[config.mk]
export PLATFORM = sky130hd
export DESIGN_NAME = cond_flag_eval
export DESIGN_NICKNAME = d
export VERILOG_FILES = /design/src/rtl/cond_flag_eval_pkg.sv /design/src/rtl/cond_flag_eval_cond_eval.sv /design/src/rtl/cond_flag_eval.sv
export SDC_FILE = /design/constraint.sdc
export NUM_CORES = 1
export LEC_CHECK = 0
export ABC_AREA = 1
export CAP_MARGIN = 0
export CORE_MARGIN = 1.5
export CORE_UTILIZATION = 57
export CTS_CLUSTER_DIAMETER = 80
export DETAILED_ROUTE_END_ITERATION = 10
export PLACE_DENSITY = 0.86
export REMOVE_ABC_BUFFERS = 1
export SETUP_SLACK_MARGIN = 0.5
export SKIP_CTS_REPAIR_TIMING = 1
export SLEW_MARGIN = 30
export SYNTH_ARGS = -nofsm -noshare
export SYNTH_HDL_FRONTEND = slang
export SYNTH_SLANG_ARGS = --single-unit
export TNS_END_PERCENT = 1
[constraint.sdc]
create_clock -name clk -period 4.1 [get_ports clk]
set_clock_uncertainty 0.15 [all_clocks]
set_input_delay 0.615 -clock clk [delete_from_list [all_inputs] [get_ports clk]]
set_output_delay 0.615 -clock clk [all_outputs]
set_load 0.01 [all_outputs]
[src/rtl/cond_flag_eval_pkg.sv]
// -----------------------------------------------------------------------------
// cond_flag_eval_pkg
// Shared constants for the compare-flag / conditional-branch path:
//   - 4-bit condition codes (COND_EQ .. COND_NV)
//   - branch FSM state encoding
//   - bit positions of N/Z/C/V inside the 4-bit flag vector {N,Z,C,V}
//   - sequential PC increment
// -----------------------------------------------------------------------------
package cond_flag_eval_pkg;

  localparam logic [3:0] COND_EQ = 4'h0;
  localparam logic [3:0] COND_NE = 4'h1;
  localparam logic [3:0] COND_LO = 4'h2;
  localparam logic [3:0] COND_HS = 4'h3;
  localparam logic [3:0] COND_MI = 4'h4;
  localparam logic [3:0] COND_PL = 4'h5;
  localparam logic [3:0] COND_VS = 4'h6;
  localparam logic [3:0] COND_VC = 4'h7;
  localparam logic [3:0] COND_HI = 4'h8;
  localparam logic [3:0] COND_LS = 4'h9;
  localparam logic [3:0] COND_GE = 4'hA;
  localparam logic [3:0] COND_LT = 4'hB;
  localparam logic [3:0] COND_GT = 4'hC;
  localparam logic [3:0] COND_LE = 4'hD;
  localparam logic [3:0] COND_AL = 4'hE;
  localparam logic [3:0] COND_NV = 4'hF;

  typedef enum logic [1:0] {
    ST_IDLE = 2'd0,
    ST_WAIT = 2'd1,
    ST_RESP = 2'd2
  } state_e;

  localparam int NZCV_N = 3;
  localparam int NZCV_Z = 2;
  localparam int NZCV_C = 1;
  localparam int NZCV_V = 0;

  localparam int PC_INC = 4;

endpackage

[src/rtl/cond_flag_eval_cond_eval.sv]
// -----------------------------------------------------------------------------
// cond_eval
// Purely combinational condition-code evaluator. C is a borrow flag
// (1 = minuend < subtrahend unsigned), so LO tests C set and HS tests C clear.
// Ports:
//   cond_i  [3:0]  condition code
//   nzcv_i  [3:0]  flags {N,Z,C,V}
//   taken_o        condition true
// -----------------------------------------------------------------------------
module cond_eval
  import cond_flag_eval_pkg::*;
(
  input  logic [3:0] cond_i,
  input  logic [3:0] nzcv_i,
  output logic       taken_o
);

  logic n, z, c, v;

  assign n = nzcv_i[NZCV_N];
  assign z = nzcv_i[NZCV_Z];
  assign c = nzcv_i[NZCV_C];
  assign v = nzcv_i[NZCV_V];

  always_comb begin
    taken_o = 1'b0;
    case (cond_i)
      COND_EQ: taken_o = z;
      COND_NE: taken_o = !z;
      COND_LO: taken_o = c;
      COND_HS: taken_o = !c;
      COND_MI: taken_o = n;
      COND_PL: taken_o = !n;
      COND_VS: taken_o = v;
      COND_VC: taken_o = !v;
      COND_HI: taken_o = !c && !z;
      COND_LS: taken_o = c || z;
      COND_GE: taken_o = (n == v);
      COND_LT: taken_o = (n != v);
      COND_GT: taken_o = !z && (n == v);
      COND_LE: taken_o = z || (n != v);
      COND_AL: taken_o = 1'b1;
      COND_NV: taken_o = 1'b0;
      default: taken_o = 1'b0;
    endcase
  end

endmodule

[src/rtl/cond_flag_eval.sv]
// -----------------------------------------------------------------------------
// cond_flag_eval
// Latches N/Z/C/V from the compare unit and resolves conditional branches
// handed over through a valid/ready handshake. A branch that arrives while a
// compare is still in flight waits for that compare's flags. The registered
// result carries taken/not-taken and the redirect PC.
//
// Optional build macro: COND_FLAG_TIMEOUT_EN
//   defined   - a branch stuck in WAIT for TIMEOUT cycles completes with
//               res_err=1, res_taken=0, res_next_pc=br_pc+4
//   undefined - WAIT is held until flags arrive; res_err is tied to 0
//
// Ports:
//   clk, rst_n                 clock, synchronous active-low reset
//   flag_wr, flag_n/z/c/v      compare result strobe and flags
//   cmp_pending                a compare is in flight
//   br_valid/br_ready          request handshake
//   br_cond, br_pc, br_target  branch request payload
//   res_valid/res_ready        result handshake
//   res_taken, res_next_pc     result payload
//   res_err                    timeout error
//   nzcv                       architectural flag register {N,Z,C,V}
//
// state   | meaning
// IDLE    | ready for a branch request
// WAIT    | branch captured, waiting for pending compare flags
// RESP    | result presented, waiting for res_ready
// -----------------------------------------------------------------------------
module cond_flag_eval
  import cond_flag_eval_pkg::*;
#(
  parameter int AW      = 32,
  parameter int TIMEOUT = 16
) (
  input  logic          clk,
  input  logic          rst_n,
  input  logic          flag_wr,
  input  logic          flag_n,
  input  logic          flag_z,
  input  logic          flag_c,
  input  logic          flag_v,
  input  logic          cmp_pending,
  input  logic          br_valid,
  output logic          br_ready,
  input  logic [3:0]    br_cond,
  input  logic [AW-1:0] br_pc,
  input  logic [AW-1:0] br_target,
  output logic          res_valid,
  input  logic          res_ready,
  output logic          res_taken,
  output logic [AW-1:0] res_next_pc,
  output logic          res_err,
  output logic [3:0]    nzcv
);

  state_e        state_q, state_d;
  logic [3:0]    nzcv_q, nzcv_d;
  logic [3:0]    cond_q, cond_d;
  logic [AW-1:0] pc_q, pc_d;
  logic [AW-1:0] target_q, target_d;
  logic          taken_q, taken_d;
  logic [AW-1:0] next_pc_q, next_pc_d;

  logic [3:0]    flags_in;
  logic [3:0]    flags_fwd;
  logic [3:0]    cond_sel;
  logic [AW-1:0] pc_sel;
  logic [AW-1:0] target_sel;
  logic [AW-1:0] pc_seq;
  logic          eval_taken;

  assign flags_in  = {flag_n, flag_z, flag_c, flag_v};
  // Same-cycle flags bypass the register so a compare and its branch can meet.
  assign flags_fwd = flag_wr ? flags_in : nzcv_q;

  // In IDLE the live request is evaluated; in WAIT the captured one.
  assign cond_sel   = (state_q == ST_IDLE) ? br_cond   : cond_q;
  assign pc_sel     = (state_q == ST_IDLE) ? br_pc     : pc_q;
  assign target_sel = (state_q == ST_IDLE) ? br_target : target_q;
  assign pc_seq     = pc_sel + AW'(PC_INC);

  cond_eval u_cond_eval (
    .cond_i  (cond_sel),
    .nzcv_i  (flags_fwd),
    .taken_o (eval_taken)
  );

`ifdef COND_FLAG_TIMEOUT_EN
  localparam int CW = (TIMEOUT > 1) ? $clog2(TIMEOUT) : 1;
  logic [CW-1:0] cnt_q, cnt_d;
  logic          err_q, err_d;
`else
  logic unused_cfg;
  assign unused_cfg = (TIMEOUT > 0);
`endif

  always_comb begin
    state_d   = state_q;
    nzcv_d    = flag_wr ? flags_in : nzcv_q;
    cond_d    = cond_q;
    pc_d      = pc_q;
    target_d  = target_q;
    taken_d   = taken_q;
    next_pc_d = next_pc_q;
`ifdef COND_FLAG_TIMEOUT_EN
    cnt_d     = cnt_q;
    err_d     = err_q;
`endif
    case (state_q)
      ST_IDLE: begin
        if (br_valid) begin
          cond_d   = br_cond;
          pc_d     = br_pc;
          target_d = br_target;
          if (cmp_pending && !flag_wr) begin
            state_d = ST_WAIT;
`ifdef COND_FLAG_TIMEOUT_EN
            cnt_d   = '0;
`endif
          end else begin
            taken_d   = eval_taken;
            next_pc_d = eval_taken ? target_sel : pc_seq;
            state_d   = ST_RESP;
`ifdef COND_FLAG_TIMEOUT_EN
            err_d     = 1'b0;
`endif
          end
        end
      end
      ST_WAIT: begin
        if (flag_wr) begin
          taken_d   = eval_taken;
          next_pc_d = eval_taken ? target_sel : pc_seq;
          state_d   = ST_RESP;
`ifdef COND_FLAG_TIMEOUT_EN
          err_d     = 1'b0;
        end else if (cnt_q == CW'(TIMEOUT - 1)) begin
          taken_d   = 1'b0;
          next_pc_d = pc_seq;
          err_d     = 1'b1;
          state_d   = ST_RESP;
        end else begin
          cnt_d     = cnt_q + 1'b1;
`endif
        end
      end
      ST_RESP: begin
        if (res_ready) state_d = ST_IDLE;
      end
      default: state_d = ST_IDLE;
    endcase
  end

  always_ff @(posedge clk) begin
    if (!rst_n) begin
      state_q   <= ST_IDLE;
      nzcv_q    <= '0;
      cond_q    <= '0;
      pc_q      <= '0;
      target_q  <= '0;
      taken_q   <= 1'b0;
      next_pc_q <= '0;
`ifdef COND_FLAG_TIMEOUT_EN
      cnt_q     <= '0;
      err_q     <= 1'b0;
`endif
    end else begin
      state_q   <= state_d;
      nzcv_q    <= nzcv_d;
      cond_q    <= cond_d;
      pc_q      <= pc_d;
      target_q  <= target_d;
      taken_q   <= taken_d;
      next_pc_q <= next_pc_d;
`ifdef COND_FLAG_TIMEOUT_EN
      cnt_q     <= cnt_d;
      err_q     <= err_d;
`endif
    end
  end

  assign br_ready    = (state_q == ST_IDLE);
  assign res_valid   = (state_q == ST_RESP);
  assign res_taken   = taken_q;
  assign res_next_pc = next_pc_q;
  assign nzcv        = nzcv_q;
`ifdef COND_FLAG_TIMEOUT_EN
  assign res_err     = err_q;
`else
  assign res_err     = 1'b0;
`endif

endmodule

Word level (Yosys, flattened, before mapping). Cells that the tools add are included.

Flip-flop bits (word level): 107. Word-level logic and storage cells: 66. Bits in read-only memories: 0. Input bits: 78. Output and inout port bits: 40. Memories kept: 0. Bits in latches: 0. Bits in writable memories: 0.

Bitwise operators: 0. Divide/modulo/power cells: 0. Reduce and logical (&&, ||, !) cells: 16. Multiply operators: 0. Shift-type cells: 0. Order comparisons: 0. Add/subtract/negate cells: 1. Mux-type cells: 19. Equal/unequal tests: 23.

Operators with widths (count): 32-bit 2-to-1 mux (6); 32-bit one-hot mux with 2 select lines (1); 32-bit by 3-bit adder with 32-bit output, second input constant (1); 4-bit == test, second input constant (8); 4-bit by 3-bit == test with 1-bit output, second input constant (4); 1-bit one-hot mux with 16 select lines (1); 4-bit by 2-bit == test with 1-bit output, second input constant (2); 2-bit 2-to-1 mux (4); 4-bit 2-to-1 mux (2); 2-bit != test, second input constant (3); 2-bit one-hot mux with 3 select lines (1); 1-bit logical NOT (5); 4-bit by 1-bit == test with 1-bit output, second input constant (1); 4-bit logical NOT (1); 4-bit AND reduction (1); 1-bit logical AND (3); 1-bit 2-to-1 mux (3); 3-bit AND reduction (1); 2-bit by 1-bit == test with 1-bit output, second input constant (1); 2-bit == test, second input constant (1); 2-bit logical NOT (1); 1-bit logical OR (2); 2-bit by 1-bit != test with 1-bit output, second input constant (1); 1-bit one-hot mux with 2 select lines (1); 4 further kinds (4).

Depth between registers and ports, before layout.
Depth in word-level cells: 8. Gate-level depth with buffers: 19.

By module. A second synthesis with hierarchy kept.

Cell total of the unflattened synthesis: 919. Area, all modules: 5868.1 um^2.

By module, submodules not included: cond_flag_eval (sequential area each 2142.1 um^2, cells an instance 874, area each 5662.9 um^2, instances 1); cond_eval (sequential area each 0.0 um^2, cells an instance 45, area each 205.2 um^2, instances 1).

Worst setup path before layout. No wires, ideal clock.

Path kind: input to register. Start: input flag_wr. End: register next_pc_q[19] (netlist: res_next_pc[19]). Cell stages on the path: 16. Setup slack: 1878 ps. Required time: 3841 ps. Arrival: 1963 ps. Path through: buf_4 > inv_2 > or2_1 > o21ai_2 > inv_1 > o21ai_1 > nand2_1 > nand2_1 > nor2_1 > nand2_1 > nand2_2 > buf_2 > nand2_1 > nand3_1 > nand2_1 > inv_1.

Cells in the longest elaborated chain, start to end: 8.

Ends and longest elaborated chain: start, declared (RTL line cond_flag_eval.sv:37) `input logic flag_wr,`; 4-bit 2-to-1 mux; 1-bit != test, or another cell as far along (RTL line cond_flag_eval_cond_eval.sv:39, cond_flag_eval_cond_eval.sv:41); 1-bit logical OR, or another cell as far along (RTL line cond_flag_eval_cond_eval.sv:41) `COND_LE: taken_o = z || (n != v);`; 1-bit one-hot mux with 16 select lines (RTL line cond_flag_eval_cond_eval.sv:27) `case (cond_i)`; 32-bit 2-to-1 mux (RTL line cond_flag_eval.sv:122, cond_flag_eval.sv:133); 32-bit 2-to-1 mux (RTL line cond_flag_eval.sv:115) `if (cmp_pending && !flag_wr) begin`; 32-bit 2-to-1 mux (RTL line cond_flag_eval.sv:111) `if (br_valid) begin`; 32-bit one-hot mux with 2 select lines (RTL line cond_flag_eval.sv:109) `case (state_q)`; end signal, assigned (RTL line cond_flag_eval.sv:174) `next_pc_q <= next_pc_d;`; end, declared (RTL line cond_flag_eval.sv:62) `logic [AW-1:0] next_pc_q, next_pc_d;`.

Parallel ways exist; a longest one is shown, timed or not. The select of a mux whose other input is x is not followed. A chain may end at the register's enable or synchronous reset.

Worst setup path after layout.
Start: register state_q[0]. End: output br_ready.

Cells in the longest elaborated chain, start to end: 1.

Ends and longest elaborated chain: start, declared (RTL line cond_flag_eval.sv:56) `state_e state_q, state_d;`; start signal, assigned (RTL line cond_flag_eval.sv:168) `state_q <= state_d;`; 2-bit logical NOT (RTL line cond_flag_eval.sv:182) `assign br_ready = (state_q == ST_IDLE);`; end, declared (RTL line cond_flag_eval.sv:44) `output logic br_ready,`.

Every way passes these cells.

==> impl_metrics.json <==
{
  "intPower_w": 0.001967,
  "max_stage_delay_ps": 580,
  "synth_edf_count": 0,
  "combPwrFrac_pct": 32.9,
  "synth_area_leaders": "dfxtp_1 (33%), nand2_1 (18%), nor2_1 (8.4%)",
  "fin_cells": 1242,
  "syn_area_mm2": 0.006429,
  "n_fill_cell": 953,
  "ff2ff_path_depth": 12,
  "diodes": 0,
  "drt_iter0_markers": 433,
  "track_usage_pct": 29.19,
  "crit-reg2reg-launch": "state_q[0]$_SDFFE_PN0P_",
  "r2r_slack_ps": 1270,
  "leakagePower_nw": 3.586,
  "wl_per_cell_um": 13.54,
  "yosys.area.top_type_share_pct": 33.32,
  "setup_tns_ps": 0,
  "fp-row-count": 38,
  "multiInputGateArea_mm2": 0.003616,
  "worst_pin_slew_ps": 837.5,
  "start_kind": "flip-flop",
  "final_cell_area_mm2": 0.007824,
  "critPathCapture": "br_ready",
  "drive_above_1_share_pct": 8.530,
  "cpLargestDelayFamily": "buffers and inverters",
  "finalHoldViolCount": 0,
  "critical_path_class": "reg2out",
  "end_kind": "output pin",
  "dieArea_mm2": 0.01192,
  "powerDensity_mw_per_mm2": 389.7,
  "synth_common_cells": "nand2_1 (315), nor2_1 (144), dfxtp_1 (107), inv_1 (88), o21ai_0 (68)",
  "swShare_pct": 35.50,
  "antenna_found_initial": 0,
  "crit_cells": 3,
  "synth.avg_cell_area_um2": 6.346,
  "met2_usage_pct": 49.91,
  "p_clk_share_pct": 27.2,
  "cp_num_buf_inv": 2,
  "first_global_vias": 6172,
  "arrival_ps": 2140,
  "layout_min_cycle_time_ps": 2907,
  "rsz0062_at_grt": "false",
  "grt_pass1_wl_um": 27860,
  "gp_congestion": 0.9517,
  "startpoint": "state_q[0]$_SDFFE_PN0P_",
  "initial_core_util_pct": 58.79,
  "htreeDepth": 3,
  "clk_pin_slew_ps": 80,
  "cap_violations": 0,
  "cts-root-buf": "clkbuf_16",
  "nNetsFinal": 1177,
  "die_x_um": 109.2,
  "drt_wl_total_um": 16820,
  "grt_overflow": 0,
  "peakVddDrop_mv": 0.2472,
  "yosys.area.top_type": "dfxtp_1",
  "placed_area_mm2": 0.007545,
  "r2r_end": "res_next_pc[12]$_SDFFE_PN0P_",
  "regArea_mm2": 0.002142,
  "hold_class": "reg2reg",
  "ant_nets": 0,
  "crit_chain": "nor2_4, buf_4, clkdlybuf4s50_1",
  "synth.yosys.seq_area_share_pct": 33.32,
  "dp_cells": 1227,
  "die_h_um": 109.2,
  "syn_inst": 1013,
  "top_usage_layer": "met2",
  "crit_fanout": 19,
  "setup_violations": 0,
  "drt_pre_antenna_iters": 5,
  "drt-vias-per-instance": 5.301,
  "worstHoldStart": "pc_q[29]$_SDFFE_PN0P_",
  "ios": 118,
  "worstPathRequired_ps": 3340,
  "cts_tree": "yes",
  "synth.most_common_cell": "nand2_1",
  "routed-via-count": 6584,
  "fmax_mhz": 344.0,
  "synth_ff_type": "dfxtp_1",
  "ys_warn_count": 0,
  "max_slew_margin_pct": 44.09,
  "hpwl_um": 11680,
  "status": "complete, no violations",
  "cts_max_path_buffers": 2,
  "critPathSlowestCell": "clkdlybuf4s50_1",
  "globalRouteMet1Util_pct": 37.40,
  "power_w": 0.003049,
  "worstSkewPairLatency_ps": 350,
  "syn2layout_area_growth_pct": 21.70,
  "min_period_over_period_pct": 70.89,
  "seqPwrFrac_pct": 39.9,
  "whs_ps": 307.9,
  "gr-usage-met3_pct": 4.543,
  "synth-async-reset-ratio_pct": 0,
  "cts_buffers": 9,
  "drc": 0,
  "portBuffers": 116,
  "power.switching_w": 0.001082,
  "synth_cell_types": 38,
  "report.final.slew_viol_count": 0,
  "clkSinkCount": 107,
  "ys_seq_elements": 107,
  "fp.coreArea_mm2": 0.01094,
  "grt_max_degree": 66
}
==> state kept, by name (all words and copies together), names as in the netlist <==
signal,flops
state_q,2
pc_q,32
nzcv,4
res_next_pc,32
res_taken,1
cond_q,4
target_q,32
==> cell usage in the layout (no fill, tap or decap), types with 12 or more instances in the layout <==
master,count
inv_1,87
nand2_1,315
a211oi_1,14
clkdlybuf4s50_1,116
a21oi_1,55
o21ai_2,12
o21ai_0,68
dfxtp_1,107
nor2_1,142
mux2i_1,15
nand3_1,43
nand2_2,20
==> metal layers <==
layer,vias up,part of all wire (%)
met5,-,0
met4,0,2.1
met3,34,5.3
met2,210,48
met1,2997,45
li1,3343,-
==> cell families (layout without fill, tap and decap cells) <==
group / after synthesis / after routing / synth area share, %
compound gates: 164 / 164 / 14.60
fa+ha+maj: 1 / 1 / 0.1946
buf+inv: 151 / 240 / 10.74
other cells: 1 / 1 / 0.05833
xor+xnor: 18 / 18 / 2.452
simple gates: 556 / 556 / 36.30
mux: 15 / 15 / 2.335
flops: 107 / 107 / 33.32
==> power groups by stage <==
stage	logic [W]	clock network (W)	registers [W]
5_1_grt	0.00112	0.000879	0.00123
2_1_floorplan	0.000603	0	0.00125
3_3_place_gp	0.000971	0	0.00124
3_5_place_dp	0.000993	0	0.00124
4_1_cts	0.000999	0.000831	0.00122
6_report	0.00100	0.000828	0.00122
==> worst min-delay path, delay by kind of cell, from the launching register on <==
family / cells / cell delay, ps
AOI/OAI and AO/OA: 1 / 50
buffers and inverters: 1 / 60
DFF: 1 / 300
==> cell type report <==
cell class,instances,area share [%]
flip-flops and latches,107,27.38
inverters,98,4.702
clock inverters,6,0.6877
multi-input cells,755,46.22
repair buffers,127,15.90
clock buffers,9,2.879
well taps,140,2.239
==> through the flow <==
step	worst slack [ps]	util (%)
4_1_cts	1222	71.54
3_5_place_dp	962.1	68.99
3_3_place_gp	1047	68.99
2_1_floorplan	-254.1	-
5_1_grt	1023	71.54
6_report	1193	71.54
==> how the worst min path moves through the flow <==
stage	depth (start not counted)	slack (ps)	end
after global placement	2	290	pc_q[29]$_SDFFE_PN0P_
after floorplan	2	270	pc_q[29]$_SDFFE_PN0P_
final	2	310	pc_q[29]$_SDFFE_PN0P_
after global routing	2	330	cond_q[2]$_SDFFE_PN0P_
after CTS	2	310	pc_q[29]$_SDFFE_PN0P_
after detailed placement	2	300	pc_q[29]$_SDFFE_PN0P_
No activity file was read; power rests on OpenSTA's default activity.
